==> src/rtl/multicycle_decoder.sv <==
// Multi-cycle RISC-V decoder: latches one instruction per fetch handshake and steps it through
// execute, memory and writeback states, driving datapath controls as a Moore machine.
module multicycle_decoder #(
  parameter int ALUOP_W      = 4,
  parameter int MEM_TIMEOUT  = 15,
  parameter bit CHECK_FUNCT7 = 1'b1
) (
  input  logic               clk,
  input  logic               reset,
  input  logic [31:0]        instr,
  input  logic               instr_valid,
  output logic               instr_ready,
  input  logic               mem_ack,
  input  logic               trap_clr,
  output logic [ALUOP_W-1:0] AluOp,
  output logic               regw,
  output logic               imm,
  output logic               incr,
  output logic               memr,
  output logic               memw,
  output logic [2:0]         mem_size,
  output logic               wbsel,
  output logic               illegal
);

  localparam logic [6:0] OP_RALU   = 7'b0110011;
  localparam logic [6:0] OP_IALU   = 7'b0010011;
  localparam logic [6:0] OP_ILOAD  = 7'b0000011;
  localparam logic [6:0] OP_SSTORE = 7'b0100011;

  localparam int CNT_W = (MEM_TIMEOUT <= 1) ? 1 : $clog2(MEM_TIMEOUT);
  localparam logic [CNT_W-1:0] CNT_LAST = CNT_W'((MEM_TIMEOUT > 0) ? (MEM_TIMEOUT - 1) : 0);

  typedef enum logic [2:0] {
    S_DECODE = 3'd0,
    S_EXEC   = 3'd1,
    S_MEM    = 3'd2,
    S_WB     = 3'd3,
    S_TRAP   = 3'd4
  } state_t;

  state_t           state, state_nx;
  logic [31:0]      ir;
  logic [CNT_W-1:0] cnt, cnt_nx;
  logic             ir_load;

  logic [6:0] opcode;
  logic [2:0] funct3;
  logic [6:0] funct7;
  logic       is_ialu, is_load, is_store, bad;
  logic [3:0] alu_op4;
  logic       unused_ir_bits;

  assign opcode         = ir[6:0];
  assign funct3         = ir[14:12];
  assign funct7         = ir[31:25];
  assign unused_ir_bits = ^{ir[24:15], ir[11:7]};

  // Flags encodings outside the supported RV32I ALU/load/store subset.
  function automatic logic enc_illegal(input logic [6:0] op, input logic [2:0] f3,
                                       input logic [6:0] f7);
    logic f7_ok, shift;
    f7_ok = (f7 == 7'b0000000) || (f7 == 7'b0100000);
    shift = (f3 == 3'b001) || (f3 == 3'b101);
    case (op)
      OP_RALU:   enc_illegal = CHECK_FUNCT7 && !f7_ok;
      OP_IALU:   enc_illegal = CHECK_FUNCT7 && shift && !f7_ok;
      OP_ILOAD:  enc_illegal = !((f3 == 3'b000) || (f3 == 3'b001) || (f3 == 3'b010) ||
                                 (f3 == 3'b100) || (f3 == 3'b101));
      OP_SSTORE: enc_illegal = (f3 > 3'b010);
      default:   enc_illegal = 1'b1;
    endcase
  endfunction

  // Only the shift-immediate form of IALU carries the arithmetic/logical bit in funct7.
  function automatic logic [3:0] alu_decode(input logic [6:0] op, input logic [2:0] f3,
                                            input logic [6:0] f7);
    case (op)
      OP_RALU: alu_decode = {f3, f7[5]};
      OP_IALU: alu_decode = (f3 == 3'b101) ? {f3, f7[5]} : {f3, 1'b0};
      default: alu_decode = 4'b0000;
    endcase
  endfunction

  assign is_ialu  = (opcode == OP_IALU);
  assign is_load  = (opcode == OP_ILOAD);
  assign is_store = (opcode == OP_SSTORE);
  assign bad      = enc_illegal(opcode, funct3, funct7);
  assign alu_op4  = alu_decode(opcode, funct3, funct7);

  // State, instruction register and memory-wait counter.
  always_ff @(posedge clk) begin
    if (reset) begin
      state <= S_DECODE;
      ir    <= 32'h0000_0000;
      cnt   <= '0;
    end else begin
      state <= state_nx;
      cnt   <= cnt_nx;
      if (ir_load) begin
        ir <= instr;
      end else begin
        ir <= ir;
      end
    end
  end

  // Next-state logic and Moore outputs; incr on a store also follows the acknowledge.
  always_comb begin
    state_nx    = state;
    cnt_nx      = cnt;
    ir_load     = 1'b0;
    instr_ready = 1'b0;
    AluOp       = '0;
    regw        = 1'b0;
    imm         = 1'b0;
    incr        = 1'b0;
    memr        = 1'b0;
    memw        = 1'b0;
    mem_size    = 3'b000;
    wbsel       = 1'b0;
    illegal     = 1'b0;
    case (state)
      S_DECODE: begin
        instr_ready = 1'b1;
        if (instr_valid) begin
          ir_load  = 1'b1;
          state_nx = S_EXEC;
        end else begin
          state_nx = S_DECODE;
        end
      end
      S_EXEC: begin
        if (bad) begin
          state_nx = S_TRAP;
        end else if (is_load || is_store) begin
          imm      = 1'b1;
          cnt_nx   = '0;
          state_nx = S_MEM;
        end else begin
          AluOp[3:0] = alu_op4;
          regw       = 1'b1;
          incr       = 1'b1;
          imm        = is_ialu;
          state_nx   = S_DECODE;
        end
      end
      S_MEM: begin
        memr     = is_load;
        memw     = is_store;
        imm      = 1'b1;
        mem_size = funct3;
        if (mem_ack) begin
          if (is_load) begin
            state_nx = S_WB;
          end else begin
            incr     = 1'b1;
            state_nx = S_DECODE;
          end
        end else if (MEM_TIMEOUT != 0) begin
          if (cnt == CNT_LAST) begin
            state_nx = S_TRAP;
          end else begin
            cnt_nx   = cnt + {{(CNT_W-1){1'b0}}, 1'b1};
            state_nx = S_MEM;
          end
        end else begin
          state_nx = S_MEM;
        end
      end
      S_WB: begin
        regw     = 1'b1;
        wbsel    = 1'b1;
        incr     = 1'b1;
        mem_size = funct3;
        state_nx = S_DECODE;
      end
      S_TRAP: begin
        illegal = 1'b1;
        if (trap_clr) begin
          state_nx = S_DECODE;
        end else begin
          state_nx = S_TRAP;
        end
      end
      default: begin
        state_nx = S_DECODE;
      end
    endcase
  end

endmodule

==> config.mk <==
export PLATFORM = sky130hd
export DESIGN_NAME = multicycle_decoder
export DESIGN_NICKNAME = d
export VERILOG_FILES = /design/src/rtl/multicycle_decoder.sv
export SDC_FILE = /design/constraint.sdc
export NUM_CORES = 1
export LEC_CHECK = 0
export CORE_MARGIN = 10
export CORE_UTILIZATION = 38
export DETAILED_ROUTE_END_ITERATION = 10
export MAX_ROUTING_LAYER = met4
export PLACE_DENSITY = 0.75
export SLEW_MARGIN = 10
export SYNTH_ARGS = -nofsm -noshare
export SYNTH_HDL_FRONTEND = slang
export SYNTH_SLANG_ARGS = --single-unit
==> constraint.sdc <==
create_clock -name clk -period 1.9 [get_ports clk]
set_clock_uncertainty 0.05 [all_clocks]
set_input_delay 0.475 -clock clk [delete_from_list [all_inputs] [get_ports clk]]
set_output_delay 0.475 -clock clk [all_outputs]
set_load 0.03 [all_outputs]
# Word level (Yosys, flattened, before mapping)
# Index checks and enable logic that the tools add are counted.
[classes]
addsub = 1
order_cmp = 1
eq_ne = 18
muxes = 36
n_reduce_logical = 16
[ops]
columns = ["cell", "n"]
rows = [
  ["4-bit two-way mux", 7],
  ["7-bit by 6-bit == test with 1-bit output (second input constant)", 3],
  ["4-bit case mux with 2 select lines", 2],
  ["1-bit two-way mux", 15],
  ["3-bit two-way mux", 5],
  ["3-bit case mux with 4 select lines", 1],
  ["3-bit by 2-bit == test with 1-bit output (second input constant)", 3],
  ["3-bit == test (second input constant)", 3],
  ["2-bit != test (second input constant)", 4],
  ["7-bit by 2-bit == test with 1-bit output (second input constant)", 1],
  ["7-bit by 5-bit == test with 1-bit output (second input constant)", 1],
  ["7-bit logical NOT", 1],
  ["1-bit logical OR", 7],
  ["3-bit by 1-bit == test with 1-bit output (second input constant)", 2],
  ["3-bit logical NOT", 2],
  ["5-bit AND reduction", 1],
  ["4-bit by 1-bit adder with 4-bit output (second input constant)", 1],
  ["4-bit == test (second input constant)", 1],
  ["2-bit two-way mux", 2],
  ["1-bit case mux with 2 select lines", 2],
  ["1-bit case mux with 4 select lines", 1],
  ["3-bit by 2-bit > comparator with 1-bit output (second input constant)", 1],
  ["1-bit case mux with 3 select lines", 1],
  ["1-bit logical NOT", 2],
  ["3 further kinds", 3],
]
[word_totals]
reg_bits = 39
inputBits = 37
output_inout_bits = 15
wordCells = 75

# Longest topological paths before layout
[logic_depth]
ltp_word = 9
ltp_mapped = 6
mapped_depth_nobuf = 6

# Worst setup path before layout
# Ideal clock, no wire load.
[synth_path]
path_kind = "register to output"
startpoint = "reg ir[6]"
endpoint = "out incr"
t_arrival_ps = 1880
required_time_ps = 1375
path_slack_ps = -505
stages_incl_launch_ff = 5
path_buffers = 0
cell_sequence = "dfxtp_1 -> nand3b_4 -> or3_4 -> a211o_1 -> o31ai_1"
[synth_between]
elab_chain_len = 5
elab_cells_between_ends = 11
cone_classes = "eq/ne (4); mux (6); reduce/logical (1)"
[synth_rtl]
columns = ["element", "line", "text"]
rows = [
  ["start, declared", "43", "logic [31:0] ir;"],
  ["start signal, assigned", "101", "ir <= instr;"],
  ["start signal, assigned", "103", "ir <= ir;"],
  ["parallel branches: the longest is 4 deep, another holds 7-bit by 6-bit == test with 1-bit output", "-", ""],
  ["1-bit case mux with 3 select lines *", "123", "case (state)"],
  ["end, declared", "18", "output logic incr,"],
]
# Every way passes the cells marked *.

# Final worst setup path
[layout_path]
startpoint = "reg ir[2]"
endpoint = "out incr"
# The elaborated chain is that of the path after synthesis.

==> results.md <==
- Status: finished with violations
- Failing checks: negative setup slack
- Synth warn: 0
- Crit Path Max Fanout: 3
- CTS sink count: 24
- Post-Synth Adder-Cell Area: 0.0202
- Die W: 77.2 um
- Fraction of layout cells with a size suffix above 1: 0.373
- Max_slew headroom: 0.636
- Slowest-stage cell, CP: or3_4
- Crit path buf inv count: 2
- CP startpoint kind: flip-flop
- Final instance area: 2080 um^2
- FP Rows: 20
- Simple-gate share of the synthesized area: 0.351
- Synthesized cell area: 1240 um^2
- Post-synth cell types: 41
- Total congestion overflow: 0
- Post-Synth XOR/XNOR Area: 0.0212
- HPWL after detailed placement: 2910 um
- Synthesized flop and latch total: 24
- CTS Buf Count: 3
- Buffers on Ports: 36
- # setup viols final: 9
- Clock latency on the worst-skew pair: 0.32 ns
- Largest family of logic cells by synthesized area: simple AND/OR/NAND/NOR gates
- Crit-path cells: buf_6 -> or3_4 -> a211o_4 -> o31ai_4 -> buf_6
- Post-Place Worst Slack: -0.277 ns
- Max-capacitance violation count: 0
- Area after DPL: 1820 um^2
- Unrepaired setup endpoints after global routing: yes
- Largest net degree at the start of global routing: 19
- CTS tree: built
- CTS Hold Bufs: 0
- Synth Area in Compound Gates: 0.181
- Hold WC Path Type: flip-flop to flip-flop
- Root Buffer: clkbuf_4
- Die height: 77.2 um
- DR iter-0 viols: 74
- Nets@finish: 260
- Clock transition at the registers of the reported paths: 0.14 ns
- Antenna violations before repair: 0
- Arr. time, crit path: 1.91 ns
- CP top delay family: compound AO/OA/AOI/OAI gates
- Critical path's largest stage delay: 0.41 ns
- 1st-pass router iterations: 4
- Fin. Hold Viols: 0
- Overall Power: 1.07 mW
- Vias in the first global route: 1,414
- Syn Inst Count: 157
- Post-synth EDFFs: 0
- Fmax: 411 MHz
- Seq/Total Area, Yosys: 0.387
- Crit path kind: flip-flop to primary output
- Main synth FF type: dfxtp_1
- Total I/O pin count: 52
- Core ar.: 3080 um^2
- Total Routing Usage GR: 0.135
- Minimum clock period: 2.43 ns
- CP Data Required Time: 1.37 ns
- Vias per cell: 5.16
- Static Leakage: 0.860 nW
- Slew Viols, Final: 0
- Per-cell routed wire length: 15.2 um
- H-tree depth: 1
- First-pass GRT wire length: 6490 um
- Filler Cells Inserted: 251
- Worst ir drop on vdd: 0.319 mV
- Die ar.: 5950 um^2
- RePlAce Congestion: 0.803
- Most Frequent Cell on Critical Path: buf_6
- Post-route ant nets: 0
- Layout area overhead: 67.2%
- Tcrit/Tclk final: 1.28
- Syn_area_per_cell: 7.91 um^2
- Crit end category: primary output
- Post-Route WL: 4020 um
- Multiplexer share of the synthesized area: 0
- Worst Tran Pin Value: 0.545 ns
- Drt drc: 0
- DR vias: 1,361
- Asr flop ratio synth: 0
- Max Root-Sink Buffers: 2
- Final WS setup: -0.535 ns
- ANT cells: 0
- Initial core utilization: 0.403
- Pwr Density: 517 nW/um^2
- Synthesized Nets: 196
==> per-stage QoR <==
step                hold slack (ns)  setup TNS, ns   util  cells
floorplan                     0.386         -0.933      -    157
global placement              0.392          -1.34  0.591    254
detailed placement            0.398          -1.84  0.591    254
CTS                           0.416          -4.03  0.646    260
global route                  0.437          -4.84  0.674    264
finish                        0.415          -4.09  0.674    264
==> sequential cells by signal (all words and copies together) (netlist names) <==
| register | flops |
|---|---|
| ir | 17 |
| cnt | 4 |
| state | 3 |
==> cells in the final DEF, fill, tap and decap left out, types with 2 or more instances in the layout <==
cell type	n
o21ai_2	2
or3_4	2
xor2_1	2
a21o_1	2
nand3_1	3
dfxtp_4	2
and2_1	2
and3_1	2
clkbuf_4	3
nor2_1	7
nor4_4	3
nor3_1	4
inv_1	4
clkdlybuf4s50_1	21
buf_6	17
buf_4	27
nor3_2	3
nand2_1	37
dfxtp_1	19
ha_1	2
a21oi_1	21
dfxtp_2	3
and3_4	3
and2_4	3
==> final cells by class <==
class | count | area, um^2 | area share
Clock buffer | 4 | 36.3 | 0.0175
Multi-Input combinational cell | 122 | 853 | 0.411
Sequential cell | 24 | 492 | 0.237
Inverter | 4 | 15.0 | 0.00723
Tap cell | 44 | 55.1 | 0.0265
Timing Repair Buffer | 66 | 624 | 0.301
==> synthesized netlist by cell type (2+ instances only) <==
cell	count	area [um^2]
nand2_1	38	143
and2_1	5	31.3
nor3_1	6	30.0
a211oi_1	2	15.0
ha_1	2	25.0
a21oi_1	21	105
nand3_1	3	15.0
buf_2	3	15.0
clkbuf_1	3	11.3
xor2_1	2	17.5
o21ai_0	2	10.0
inv_1	4	15.0
and3_1	5	31.3
a21o_1	3	22.5
dfxtp_1	24	480
nor4_1	2	12.5
nor2_1	8	30.0
==> power by group <==
| group | total [mW] | switching, mW | internal [mW] |
|---|---|---|---|
| sequential | 0.551 | 0.0223 | 0.529 |
| combinational | 0.245 | 0.121 | 0.125 |
| clock | 0.277 | 0.160 | 0.117 |
==> cell families after synthesis <==
| kind of cell | after synthesis |
|---|---|
| AND/OR/NAND/NOR | 80 |
| AO/OA/AOI/OAI | 37 |
| flip-flops | 24 |
| buffers and inverters | 11 |
| XOR/XNOR | 3 |
| adder cells (fa/ha/maj) | 2 |
==> worst register-to-register path: stages, from the launching register on <==
cell and delay [ns]:
dfxtp_4 0.38, buf_6 0.11, buf_4 0.12, or3_4 0.40, nor4_4 0.26, buf_4 0.16, buf_4 0.09, a21oi_1 0.06
nor2_1 0.09
==> worst paths after layout <==
path	start	to	slack [ns]	cells after the start
setup / recovery	ir[2]	incr	-0.53	5
hold / removal	ir[26]	ir[26]	0.42	2
setup reg to reg	ir[2]	state[0]	0.12	8
hold reg to reg	ir[26]	ir[26]	0.42	2
==> routing by layer <==
metal	vias up	GRT usage	wire [um]
li1	673	-	-
met1	643	0.138	1630
met2	37	0.251	2220
met3	8	0.0210	118
met4	0	0.0511	56
met5	-	-	0
==> what timing repair did <==
action,CTS,global route
resized for setup,31,16
hold endpoints to repair,0,0
buffers inserted,2,4
setup endpoints to repair,13,14
pin swaps,10,6
Note: power is estimated with default switching activity, not from simulation.
